--- src/rtl/json_int_array_encoder.sv ---
// Streaming JSON encoder: signed integers in, compact "[a,b,c]" ASCII text out, one byte per beat.
// Define JSON_ENC_PRETTY_EN to emit a space after every ',' separator.
module json_int_array_encoder #(
    parameter int unsigned DATA_W = 32,
    parameter int unsigned DIGITS = 10
) (
    input  logic              clk,
    input  logic              rst_n,
    input  logic              in_valid,
    output logic              in_ready,
    input  logic [DATA_W-1:0] in_data,
    input  logic              in_last,
    output logic              out_valid,
    input  logic              out_ready,
    output logic [7:0]        out_byte,
    output logic              out_last,
    output logic              frame_open
);

    localparam int unsigned BCD_W = DIGITS * 4;
    localparam int unsigned CNT_W = $clog2(DATA_W + 1);
    localparam int unsigned DIG_W = (DIGITS > 1) ? $clog2(DIGITS) : 1;

`ifdef JSON_ENC_PRETTY_EN
    localparam bit PRETTY = 1'b1;
`else
    localparam bit PRETTY = 1'b0;
`endif

    typedef enum logic [2:0] {
        S_IDLE,
        S_CONV,
        S_LBRACK,
        S_SIGN,
        S_DIGIT,
        S_SEP,
        S_SPACE,
        S_RBRACK
    } state_e;

    state_e             state_q, state_d;
    logic [DATA_W-1:0]  mag_q, mag_d;
    logic [BCD_W-1:0]   bcd_q, bcd_d;
    logic [BCD_W-1:0]   bcd_adj;
    logic [CNT_W-1:0]   cnt_q, cnt_d;
    logic [DIG_W-1:0]   dig_q, dig_d;
    logic [DIG_W-1:0]   msd;
    logic               neg_q, neg_d;
    logic               last_q, last_d;
    logic               out_valid_q, out_valid_d;
    logic [7:0]         out_byte_q, out_byte_d;
    logic               out_last_q, out_last_d;
    logic               frame_open_q, frame_open_d;
    logic               accept;
    logic               load;

    // ASCII character presented in a given emit state.
    function automatic logic [7:0] enc_byte(input state_e s, input logic [DIG_W-1:0] d,
                                            input logic [BCD_W-1:0] bcd);
        logic [7:0] b;
        case (s)
            S_LBRACK: b = 8'h5B;
            S_SIGN:   b = 8'h2D;
            S_DIGIT:  b = 8'h30 + {4'h0, bcd[4*d +: 4]};
            S_SEP:    b = 8'h2C;
            S_SPACE:  b = 8'h20;
            S_RBRACK: b = 8'h5D;
            default:  b = 8'h00;
        endcase
        return b;
    endfunction

    assign in_ready   = (state_q == S_IDLE);
    assign out_valid  = out_valid_q;
    assign out_byte   = out_byte_q;
    assign out_last   = out_last_q;
    assign frame_open = frame_open_q;

    // Next-state, conversion datapath and registered-output loading.
    always_comb begin
        state_d      = state_q;
        mag_d        = mag_q;
        bcd_d        = bcd_q;
        cnt_d        = cnt_q;
        dig_d        = dig_q;
        neg_d        = neg_q;
        last_d       = last_q;
        out_valid_d  = out_valid_q;
        out_byte_d   = out_byte_q;
        out_last_d   = out_last_q;
        frame_open_d = frame_open_q;
        load         = 1'b0;
        accept       = out_valid_q && out_ready;

        bcd_adj = bcd_q;
        for (int unsigned i = 0; i < DIGITS; i++) begin
            if (bcd_q[i*4 +: 4] >= 4'd5) bcd_adj[i*4 +: 4] = bcd_q[i*4 +: 4] + 4'd3;
        end

        // Most significant non-zero digit; zero value collapses to digit 0.
        msd = '0;
        for (int unsigned i = 0; i < DIGITS; i++) begin
            if (bcd_q[i*4 +: 4] != 4'd0) msd = DIG_W'(i);
        end

        case (state_q)
            S_IDLE: begin
                if (in_valid) begin
                    neg_d   = in_data[DATA_W-1];
                    mag_d   = in_data[DATA_W-1] ? (~in_data + DATA_W'(1)) : in_data;
                    last_d  = in_last;
                    bcd_d   = '0;
                    cnt_d   = '0;
                    state_d = S_CONV;
                end
            end
            S_CONV: begin
                if (cnt_q != CNT_W'(DATA_W)) begin
                    {bcd_d, mag_d} = {bcd_adj, mag_q} << 1;
                    cnt_d          = cnt_q + CNT_W'(1);
                end else begin
                    dig_d   = msd;
                    load    = 1'b1;
                    state_d = !frame_open_q ? S_LBRACK : (neg_q ? S_SIGN : S_DIGIT);
                end
            end
            S_LBRACK: begin
                if (accept) begin
                    frame_open_d = 1'b1;
                    load         = 1'b1;
                    state_d      = neg_q ? S_SIGN : S_DIGIT;
                end
            end
            S_SIGN: begin
                if (accept) begin
                    load    = 1'b1;
                    state_d = S_DIGIT;
                end
            end
            S_DIGIT: begin
                if (accept) begin
                    load = 1'b1;
                    if (dig_q == '0) state_d = last_q ? S_RBRACK : S_SEP;
                    else             dig_d   = dig_q - DIG_W'(1);
                end
            end
            S_SEP: begin
                if (accept) begin
                    if (PRETTY) begin
                        load    = 1'b1;
                        state_d = S_SPACE;
                    end else begin
                        out_valid_d = 1'b0;
                        state_d     = S_IDLE;
                    end
                end
            end
            S_SPACE: begin
                if (accept) begin
                    out_valid_d = 1'b0;
                    state_d     = S_IDLE;
                end
            end
            S_RBRACK: begin
                if (accept) begin
                    out_valid_d  = 1'b0;
                    out_last_d   = 1'b0;
                    frame_open_d = 1'b0;
                    state_d      = S_IDLE;
                end
            end
            default: state_d = S_IDLE;
        endcase

        if (load) begin
            out_valid_d = 1'b1;
            out_byte_d  = enc_byte(state_d, dig_d, bcd_d);
            out_last_d  = (state_d == S_RBRACK);
        end
    end

    // State and output registers.
    always_ff @(posedge clk or negedge rst_n) begin
        if (!rst_n) begin
            state_q      <= S_IDLE;
            mag_q        <= '0;
            bcd_q        <= '0;
            cnt_q        <= '0;
            dig_q        <= '0;
            neg_q        <= 1'b0;
            last_q       <= 1'b0;
            out_valid_q  <= 1'b0;
            out_byte_q   <= 8'h00;
            out_last_q   <= 1'b0;
            frame_open_q <= 1'b0;
        end else begin
            state_q      <= state_d;
            mag_q        <= mag_d;
            bcd_q        <= bcd_d;
            cnt_q        <= cnt_d;
            dig_q        <= dig_d;
            neg_q        <= neg_d;
            last_q       <= last_d;
            out_valid_q  <= out_valid_d;
            out_byte_q   <= out_byte_d;
            out_last_q   <= out_last_d;
            frame_open_q <= frame_open_d;
        end
    end

endmodule

--- config.mk ---
export PLATFORM = sky130hd
export DESIGN_NAME = json_int_array_encoder
export DESIGN_NICKNAME = d
export VERILOG_FILES = /design/src/rtl/json_int_array_encoder.sv
export SDC_FILE = /design/constraint.sdc
export NUM_CORES = 1
export LEC_CHECK = 0
export ABC_CLOCK_PERIOD_IN_PS = 2860
export CAP_MARGIN = 30
export CORE_MARGIN = 2
export CORE_UTILIZATION = 54
export CTS_CLUSTER_DIAMETER = 150
export DETAILED_ROUTE_END_ITERATION = 6
export HOLD_SLACK_MARGIN = 0.1
export MAX_ROUTING_LAYER = met4
export PLACE_DENSITY_LB_ADDON = 0.3
export SLEW_MARGIN = 5
export SYNTH_ARGS = -nofsm -noshare
export SYNTH_HDL_FRONTEND = slang
export SYNTH_SLANG_ARGS = --single-unit
--- constraint.sdc ---
create_clock -name clk -period 2.86 [get_ports clk]
set_clock_uncertainty 0.1 [all_clocks]
set_input_delay 0.572 -clock clk [delete_from_list [all_inputs] [get_ports clk]]
set_output_delay 0.572 -clock clk [all_outputs]
set_load 0.01 [all_outputs]
==> results_dict.tcl, run 1 <==
set metrics [dict create \
    outcome "complete, but fails checks" \
    violations "negative setup slack" \
    synth_area_leader_cell "dfrtp_1" \
    yosys.area_share.simple_pct 19.5 \
    syn_avg_cell_area_um2 8.60 \
    routed_wl_mm 19.9 \
    worst_slack_ns -0.0195 \
    cts.sinks 97 \
    grt_usage_pct 31.0 \
    synth_ff_type "dfrtp_1" \
    path_depth 8 \
    cpPeakStageDelay_ns 0.58 \
    clkTransAtPathRegs_ns 0.07 \
    crit_slowest_cell "or4_4" \
    r2r_cells 9 \
    path_class "input pin to flop" \
    dieArea_um2 13000 \
    start_util_pct 54.8 \
    antenna_found_initial 0 \
    num_vias 6497 \
    synthesis.area_um2 6530 \
    clk_latency_ns 0.36 \
    drive_gt1_share_pct 24.9 \
    synth-xor-area-share_pct 5.77 \
    end_kind "flop" \
    grt-ovfl-total 0 \
    hold_class "flop to flop" \
    worstPathArrival_ns 3.06 \
    wl_per_cell_um 18.7 \
    min_path_cells 2 \
    placed_cells 1046 \
    cp_max_fo 5 \
    place_area_um2 8030 \
    path_delay_family "simple AND/OR/NAND/NOR gates" \
    ir_drop_mv 0.556 \
    final_area_um2 8790 \
    cp_cell_sequence "clkdlybuf4s50_1 > or4_4 > or3_4 > or4_4 > o31ai_4 > xnor2_1 > nor2_1 > o21ai_1" \
    slew_headroom_pct 45.6 \
    synth_edf_count 0 \
    synth-seq-area-share_pct 37.2 \
    synthCells 760 \
    p_leak_nw 3.82 \
    initialDrtViolationCount 468 \
    yosysTopAreaCellShare_pct 37.2 \
    power_density_nw_per_um2 1070 \
    fin_crit_ns 2.88 \
    hold_violations 0 \
    synthMuxAreaShare_pct 3.85 \
    synth_fp_nets 826 \
    die_h_um 114 \
    cts_max_path_buffers 2 \
    rrSetupSlack_ns -0.01 \
    routedLengthMet1_mm 8.12 \
    critPathRequiredTime_ns 3.04 \
    cts_buffers 9 \
    min_period_over_period_pct 101 \
    finalNetCount 983 \
    grt_max_degree 55 \
    finalSetupViolCount 3 \
    yosys_warnings 0 \
    synth_area_leaders "dfrtp_1, o21ai_0, ha_1" \
    netlist_top_cells_count "dfrtp_1, o21ai_0, nand2_1, nor2_1, a21oi_1" \
    core_area_um2 11900 \
    synthMostInstantiatedCell "dfrtp_1" \
    htreeDepth 3 \
    cap_viol_max_count 0 \
    die_x_um 114 \
    met3WireLength_mm 1.10 \
    cp-startpoint "in_data[20]" \
    synth_top_family_by_area "compound AO/OA/AOI/OAI gates" \
    cts_tree "built" \
    worst-path-buf-inv 1 \
    drc 0 \
    synthAdderAreaFrac_pct 5.55 \
    row_count 40 \
    ioPinCount 49 \
    synth-seq-cells 97 \
    grt_pass1_wl_mm 30.7 \
    layoutNonFillerInstCount 1069 \
    portBuffers 47 \
    async_flop_share_pct 100 \
    finalSetupTns_ns -0.0275 \
    routabilityCongestion 0.924 \
    crit_top_cell "or4_4" \
    dr_wl_met2_mm 10.1 \
    n_antenna_cell 0 \
    worst-slew-pin-transition_ns 0.808 \
    start_kind "input pin" \
    fmax_mhz 347 \
    viasPerCell 6.08 \
    clockRootBuffer "clkbuf_16" \
    synth.distinct_cells 72 \
    timing.rr.start "state_q[2]$_DFF_PN0_" \
    pre_cts_ws_ns -0.529 \
    top_layer "met4" \
    area_growth_pct 34.6 \
    first_pass_iters 5 \
    slew_viol_final 0 \
    hpwl_mm 13.4 \
    grt_pass1_vias 6416 \
    antenna_left 0 \
    p_total_mw 9.41 \
    synth_compound_area_share_pct 22.7 \
    hp-start "mag_q[20]$_DFFE_PN0P_" \
    fillCellCount 822 \
    rsz0062_at_grt "true" \
]
[worst paths after layout]
| kind | to |
|---|---|
| min in group asynchronous | bcd_q[7]$_DFF_PN0_ |
| setup reg to reg | out_byte[0]$_DFFE_PN0P_ |
| setup / recovery | mag_q[29]$_DFFE_PN0P_ |
| max in group asynchronous | dig_q[2]$_DFF_PN0_ |
| hold / removal | mag_q[20]$_DFFE_PN0P_ |
| hold reg to reg | mag_q[20]$_DFFE_PN0P_ |
[placed cells by master (no fill, tap or decap), types with 8 or more instances in the layout]
cell type and count:
buf_4 127, dfrtp_1 97, o21ai_0 84, nand2_1 77, nor2_1 52, a21oi_1 47, clkdlybuf4s50_1 39, inv_1 38
nand3_1 32, ha_1 27, xor2_1 25, xnor2_1 18, mux2i_1 14, nand2b_1 12, nor3_1 11, o31ai_1 9
mux2_2 9, clkbuf_16 9, nor3b_1 8, o22ai_1 8
[per-stage QoR]
step                      util (%)  hold WS [ns]
after floorplan                  -         0.176
after global placement        67.4         0.360
after detailed placement      67.4         0.375
after CTS                     71.9         0.390
after global routing          73.8         0.415
final                         73.8         0.387
[registers in the layout, summed over array words and instances (netlist names)]
signal	count
bcd_q	40
frame_open	1
neg_q	1
last_q	1
out_last	1
mag_q	32
out_byte	7
state_q	3
cnt_q	6
dig_q	4
out_valid	1
[cell type report]
type | instances | area (um2) | area share (%)
clock buffers | 10 | 239 | 2.72
clock inverters | 6 | 115 | 1.31
inverters | 43 | 164 | 1.86
multi-input cells | 583 | 4080 | 46.4
flip-flops and latches | 97 | 2430 | 27.6
well taps | 147 | 184 | 2.09
repair buffers | 183 | 1580 | 18.0
[layer usage]
metal	up-vias	GRT usage, %
met5	-	-
met4	0	11.2
met3	58	6.11
met2	229	51.4
met1	3165	37.7
li1	3045	-
[power by group]
part / total, mW / leakage, nW / switching (mW) / internal, mW
clock: 1.44 / 0.169 / 0.557 / 0.882
combinational: 5.56 / 2.44 / 3.07 / 2.49
sequential: 2.41 / 1.20 / 0.437 / 1.97
total: 9.41 / 3.82 / 4.06 / 5.35
[kinds of logic after synthesis]
family,Yosys count
simple gates,253
compound gates,232
flops,97
buf+inv,81
xor+xnor,43
fa+ha+maj,29
mux,24
other cells,1
[repair_timing]
item | CTS | global route
gates resized for setup | 29 | 43
buffers inserted | 3 | 3
pin swaps | 15 | 23
cloned | 1 | 0
hold endpoints to repair | 31 | 0
hold buffers | 1 | 0
setup endpoints to repair | 14 | 12
[worst reg2reg max path: cells and delay by family, from the launching register on]
kind / cells / cell delay (ns)
flip-flops: 1 / 0.40
AO/OA/AOI/OAI: 3 / 0.75
multiplexers: 1 / 0.35
AND/OR/NAND/NOR: 4 / 0.96
buffers and inverters: 1 / 0.19
No activity file was read; power rests on OpenSTA's default activity.
==> run 2: changes to the inputs <==
Settings changed: PLACE_DENSITY_LB_ADDON 0.3 to 0.15.
==> run 2 against run 1 <==
Compared with the run above: the run now ends clean; sequential share of layout area increased by 0.37 points; fmax grew 2.1%; flip-flop and latch count unchanged; sequential power hardly changed; final area decreased by 1.3%; power is 3.0% lower; first-iteration DRC count down 3.2%; utilization is 0.98 points lower; global-route usage shrank 1.1 points; worst setup slack gained 0.061 ns; register-to-register slack better by 0.05 ns; clock power fell by 8%; critical path type is now flop to flop; largest power group unchanged.
==> results_dict.tcl, run 2 (synthesized netlist as in run 1, its figures left out) <==
set metrics [dict create \
    outcome "finished clean" \
    layoutNonFillerInstCount 1072 \
    register_area_um2 2430 \
    finalNetCount 987 \
    placed_cells 1047 \
    clkPwrFrac_pct 14.5 \
    grt_pass1_wl_mm 30.1 \
    comb_power_share_pct 59.4 \
    slew_headroom_pct 45.6 \
    routabilityCongestion 0.880 \
    critPathRequiredTime_ns 3.01 \
    die_h_um 114 \
    worst-path-buf-inv 4 \
    core_area_um2 11900 \
    final_cell_mix "buf_4, dfrtp_1, o21ai_0, nand2_1, nor2_1" \
    p_switching_mw 3.85 \
    crit_slowest_cell "dfrtp_1" \
    cpPeakStageDelay_ns 0.40 \
    start_kind "flop" \
    p_int_mw 5.28 \
    crit_top_cell "buf_4" \
    antenna_found_initial 0 \
    clk_latency_ns 0.36 \
    routed_wl_mm 18.5 \
    cts_buffers 9 \
    n_antenna_cell 0 \
    ioPinCount 49 \
    multi_input_area_um2 3980 \
    first_pass_iters 7 \
    rsz0062_at_grt "true" \
    top_register "bcd_q" \
    switching_share_pct 42.2 \
    start_util_pct 54.8 \
    place_area_um2 8060 \
    p_seq_share_pct 26.1 \
    hold_violations 0 \
    worst_slack_ns 0.0410 \
    cts_max_path_buffers 2 \
    fin_crit_ns 2.82 \
    grt_usage_pct 29.9 \
    row_count 40 \
    cts_tree "built" \
    die_x_um 114 \
    final_area_um2 8680 \
    num_vias 6389 \
    slew_viol_final 0 \
    path_delay_family "compound AO/OA/AOI/OAI gates" \
    grt-ovfl-total 0 \
    p_leak_nw 3.78 \
    cp_cell_sequence "inv_2 > ha_4 > buf_4 > nor3b_1 > nand2_1 > nor2_1 > o22ai_4 > buf_12 > buf_4 > mux2i_1 > o22ai_2 > o21a_1 > o32a_1" \
    initialDrtViolationCount 453 \
    cp_max_fo 12 \
    antenna_left 0 \
    dieArea_um2 13000 \
    grt_pass1_vias 6300 \
    viasPerCell 5.96 \
    htreeDepth 3 \
    path_class "flop to flop" \
    pre_cts_ws_ns -0.485 \
    final_common_cell "buf_4" \
    area_growth_pct 32.8 \
    holdBufCountCts 0 \
    cap_viol_max_count 0 \
    clkTransAtPathRegs_ns 0.07 \
    grt_max_degree 61 \
    drc 0 \
    min_period_over_period_pct 98.6 \
    clockRootBuffer "clkbuf_16" \
    hpwl_mm 13.3 \
    hold_class "input pin to async pin" \
    largest_reg_flops 40 \
    portBuffers 47 \
    worstPathArrival_ns 2.96 \
    ir_drop_mv 0.565 \
    fillCellCount 880 \
    finalSetupViolCount 0 \
    power_density_nw_per_um2 1050 \
    drive_gt1_share_pct 23.8 \
    end_kind "flop" \
    finalSetupTns_ns 0 \
    fin_util_pct 72.9 \
    cts.sinks 97 \
    wl_per_cell_um 17.2 \
    fmax_mhz 355 \
    worst-slew-pin-transition_ns 0.808 \
]
run 2: path summary, 6_finish.rpt:
check	from	to	slack, ns	cells past startpoint
max	bcd_q[21]$_DFF_PN0_	out_byte[3]$_DFFE_PN0P_	0.04	13
min	rst_n	bcd_q[3]$_DFF_PN0_	0.09	1
max reg2reg	bcd_q[21]$_DFF_PN0_	out_byte[3]$_DFFE_PN0P_	0.04	13
min reg2reg	mag_q[15]$_DFFE_PN0P_	mag_q[15]$_DFFE_PN0P_	0.38	2
max in group asynchronous	rst_n	cnt_q[0]$_DFFE_PN0P_	1.85	2
min in group clk	mag_q[15]$_DFFE_PN0P_	mag_q[15]$_DFFE_PN0P_	0.38	2
run 2: area by class of cell:
type / instances / share of cell area (%)
multi-input cells: 582 / 45.9
clock buffers: 12 / 2.84
repair buffers: 188 / 18.6
clock inverters: 3 / 0.750
inverters: 43 / 1.89
flip-flops and latches: 97 / 28.0
well taps: 147 / 2.12
run 2: per-stage QoR:
stage / hold slack, ns / total power, mW
4_1_cts: 0.110 / 8.80
3_5_place_dp: 0.365 / 7.38
3_3_place_gp: 0.362 / 7.17
2_1_floorplan: 0.176 / 5.39
5_1_grt: 0.137 / 9.79
6_report: 0.0924 / 9.13
run 2: timing repair:
item / 4_1_cts / 5_1_grt
setup buffers: 3 / 7
resized for setup: 12 / 36
pin swaps: 9 / 14
setup endpoints to repair: 14 / 13
run 2: metal layers:
metal	GRT usage (%)	share of wire, %
met1	38.3	44
met2	49.0	50
met3	4.04	4.4
met4	10.3	2.0
met5	-	0
run 2: power groups by stage:
stage	logic, mW	registers [mW]	clock network, mW
floorplan	3.02	2.37	0
global placement	4.82	2.35	0
detailed placement	5.00	2.39	0
CTS	5.10	2.37	1.33
global route	5.95	2.45	1.39
finish	5.42	2.39	1.33
run 2: worst reg2reg max path: stages (launching register included):
cell and delay (ns):
dfrtp_1 0.40, inv_2 0.09, ha_4 0.14, buf_4 0.12, nor3b_1 0.28, nand2_1 0.10
nor2_1 0.25, o22ai_4 0.11, buf_12 0.16, buf_4 0.15, mux2i_1 0.25, o22ai_2 0.10
o21a_1 0.18, o32a_1 0.28
==> run 3: changes to the inputs <==
Settings changed: CORE_UTILIZATION 54 to 30.
==> run 3 against run 2 <==
Compared with the run above: sequential share of layout area shrank 1.5 points; global-route usage is 12 points lower; non-clock buffer count increased by 30; cell count up 15%; utilization shrank 30 points; largest power group unchanged; clock power down 11%; register-to-register slack is essentially flat; fmax down 0.41%.
==> results_dict.tcl, run 3 (synthesized netlist as in run 1, its figures left out) <==
set metrics [dict create \
    first_pass_iters 5 \
    clockRootBuffer "clkbuf_16" \
    hpwl_mm 14.5 \
    layoutNonFillerInstCount 1231 \
    grt_max_degree 55 \
    drc 0 \
    placed_cells 1196 \
    p_switching_mw 4.00 \
    timing.rr.start "state_q[1]$_DFF_PN0_" \
    start_kind "input pin" \
    power_density_nw_per_um2 1020 \
    fmax_mhz 353 \
    grt_usage_pct 18.2 \
    worst-slew-pin-transition_ns 0.836 \
    row_count 53 \
    place_area_um2 8380 \
    initialDrtViolationCount 314 \
    grt_pass1_vias 6205 \
    hold_violations 0 \
    cp_cell_sequence "clkdlybuf4s50_1 > and2_1 > nand3_1 > a22oi_1 > o22ai_4 > buf_12 > buf_4 > mux2i_1 > o22ai_1 > o21a_1 > o32a_1" \
    routed_wl_mm 20.0 \
    dieArea_um2 23000 \
    cp_max_fo 12 \
    n_antenna_cell 0 \
    p_int_mw 5.37 \
    start_util_pct 30.8 \
    clkTransAtPathRegs_ns 0.07 \
    portBuffers 47 \
    path_class "input pin to flop" \
    core_area_um2 21200 \
    fin_crit_ns 2.83 \
    critPathRequiredTime_ns 3.00 \
    viasPerCell 5.06 \
    switching_share_pct 42.7 \
    crit_slowest_cell "clkdlybuf4s50_1" \
    outcome "finished clean" \
    antenna_found_initial 0 \
    cts_tree "built" \
    top_register "bcd_q" \
    routabilityCongestion 0.864 \
    drive_gt1_share_pct 27.6 \
    worst-path-buf-inv 3 \
    slew_viol_final 0 \
    htreeDepth 3 \
    hold_class "input pin to async pin" \
    end_kind "flop" \
    min_period_over_period_pct 99.0 \
    worstPathArrival_ns 2.97 \
    whs_ns 0.116 \
    finalSetupViolCount 0 \
    comb_power_share_pct 62.1 \
    ir_drop_mv 0.314 \
    die_h_um 152 \
    cts_buffers 9 \
    cts.sinks 97 \
    antenna_left 0 \
    p_leak_nw 3.97 \
    area_growth_pct 40.5 \
    final_cell_mix "buf_4, dfrtp_1, o21ai_0, nand2_1, nor2_1" \
    fin_util_pct 43.2 \
    path_delay_family "compound AO/OA/AOI/OAI gates" \
    clkPwrFrac_pct 12.6 \
    die_x_um 152 \
    num_vias 6230 \
    cpPeakStageDelay_ns 0.55 \
    final_area_um2 9180 \
    largest_reg_flops 40 \
    cts_max_path_buffers 2 \
    final_common_cell "buf_4" \
    grt-ovfl-total 0 \
    cap_viol_max_count 0 \
    p_total_mw 9.37 \
    slew_headroom_pct 43.7 \
    ioPinCount 49 \
    p_seq_share_pct 25.3 \
    grt_pass1_wl_mm 31.6 \
    cp-startpoint "out_ready" \
    finalNetCount 1017 \
    clk_latency_ns 0.36 \
    rsz0062_at_grt "true" \
    wl_per_cell_um 16.2 \
]
-- run 3: cell types whose count changed in the layout (fill, tap and decap cells not counted), sizes merged --
cell	change
buf	+29
clkbuf	+3
bufinv	-2
clkdlybuf4s50	-2
dlymetal6s2s	+2
clkinvlp	+1
-- run 3: path summary, 6_finish.rpt --
check                                          end  slack [ns]  cells after the start
min                             bcd_q[9]$_DFF_PN0_        0.12                      1
max                        out_byte[3]$_DFFE_PN0P_        0.03                     11
min in group clk             mag_q[16]$_DFFE_PN0P_        0.38                      2
min reg2reg                  mag_q[16]$_DFFE_PN0P_        0.38                      2
max reg2reg                out_byte[1]$_DFFE_PN0P_        0.05                     11
max in group asynchronous       bcd_q[0]$_DFF_PN0_        1.83                      2
-- run 3: area by class of cell --
cell class,instances,area [um2]
fill,2094,12000
multi-input combinational,582,4060
sequential,97,2430
timing repair buffer,218,1900
tap,275,344
clock buffer,14,264
inverter,43,166
clock inverter,2,12.5
-- run 3: worst reg2reg max path, stage by stage (launching register included) --
cell and delay [ns]:
dfrtp_1 0.38, buf_6 0.13, or3b_4 0.39, or3_4 0.43, buf_4 0.16, nand3_1 0.08
o221a_4 0.21, inv_2 0.08, nor2_2 0.19, nand2_2 0.10, or3_4 0.41, o311ai_4 0.07
-- run 3: power by group through the flow --
stage                     Clock [mW]  Combinational, mW  Sequential (mW)
after floorplan                    0               3.02             2.37
after detailed placement           0               5.31             2.37
after CTS                       1.22               5.47             2.35
final                           1.18               5.82             2.37
after global placement             0               5.24             2.34
after global routing            1.28               6.41             2.45
-- run 3: what timing repair did --
item                       in CTS  in global routing
setup endpoints to repair      12                 14
hold buffers                    0                  0
pin swaps                      14                  9
resized for setup              20                 59
cloned                          0                  1
setup buffers                   6                 12
-- run 3: routing by layer --
layer | track usage, % | share of wire (%) | up-vias | wire (um)
met4 | 4.44 | 1.5 | 0 | 303
met1 | 22.6 | 45 | 2997 | 9070
met3 | 3.02 | 3.4 | 23 | 672
li1 | - | - | 3096 | -
met2 | 31.0 | 50 | 114 | 9950
met5 | - | 0 | - | 0
-- run 3: through the flow --
step	TNS [ns]	setup WS, ns
after global routing	-0.204	-0.0707
after global placement	-6.66	-0.472
final	0	0.0295
after floorplan	0	0.0618
after CTS	-0.0170	-0.0159
after detailed placement	-7.54	-0.504
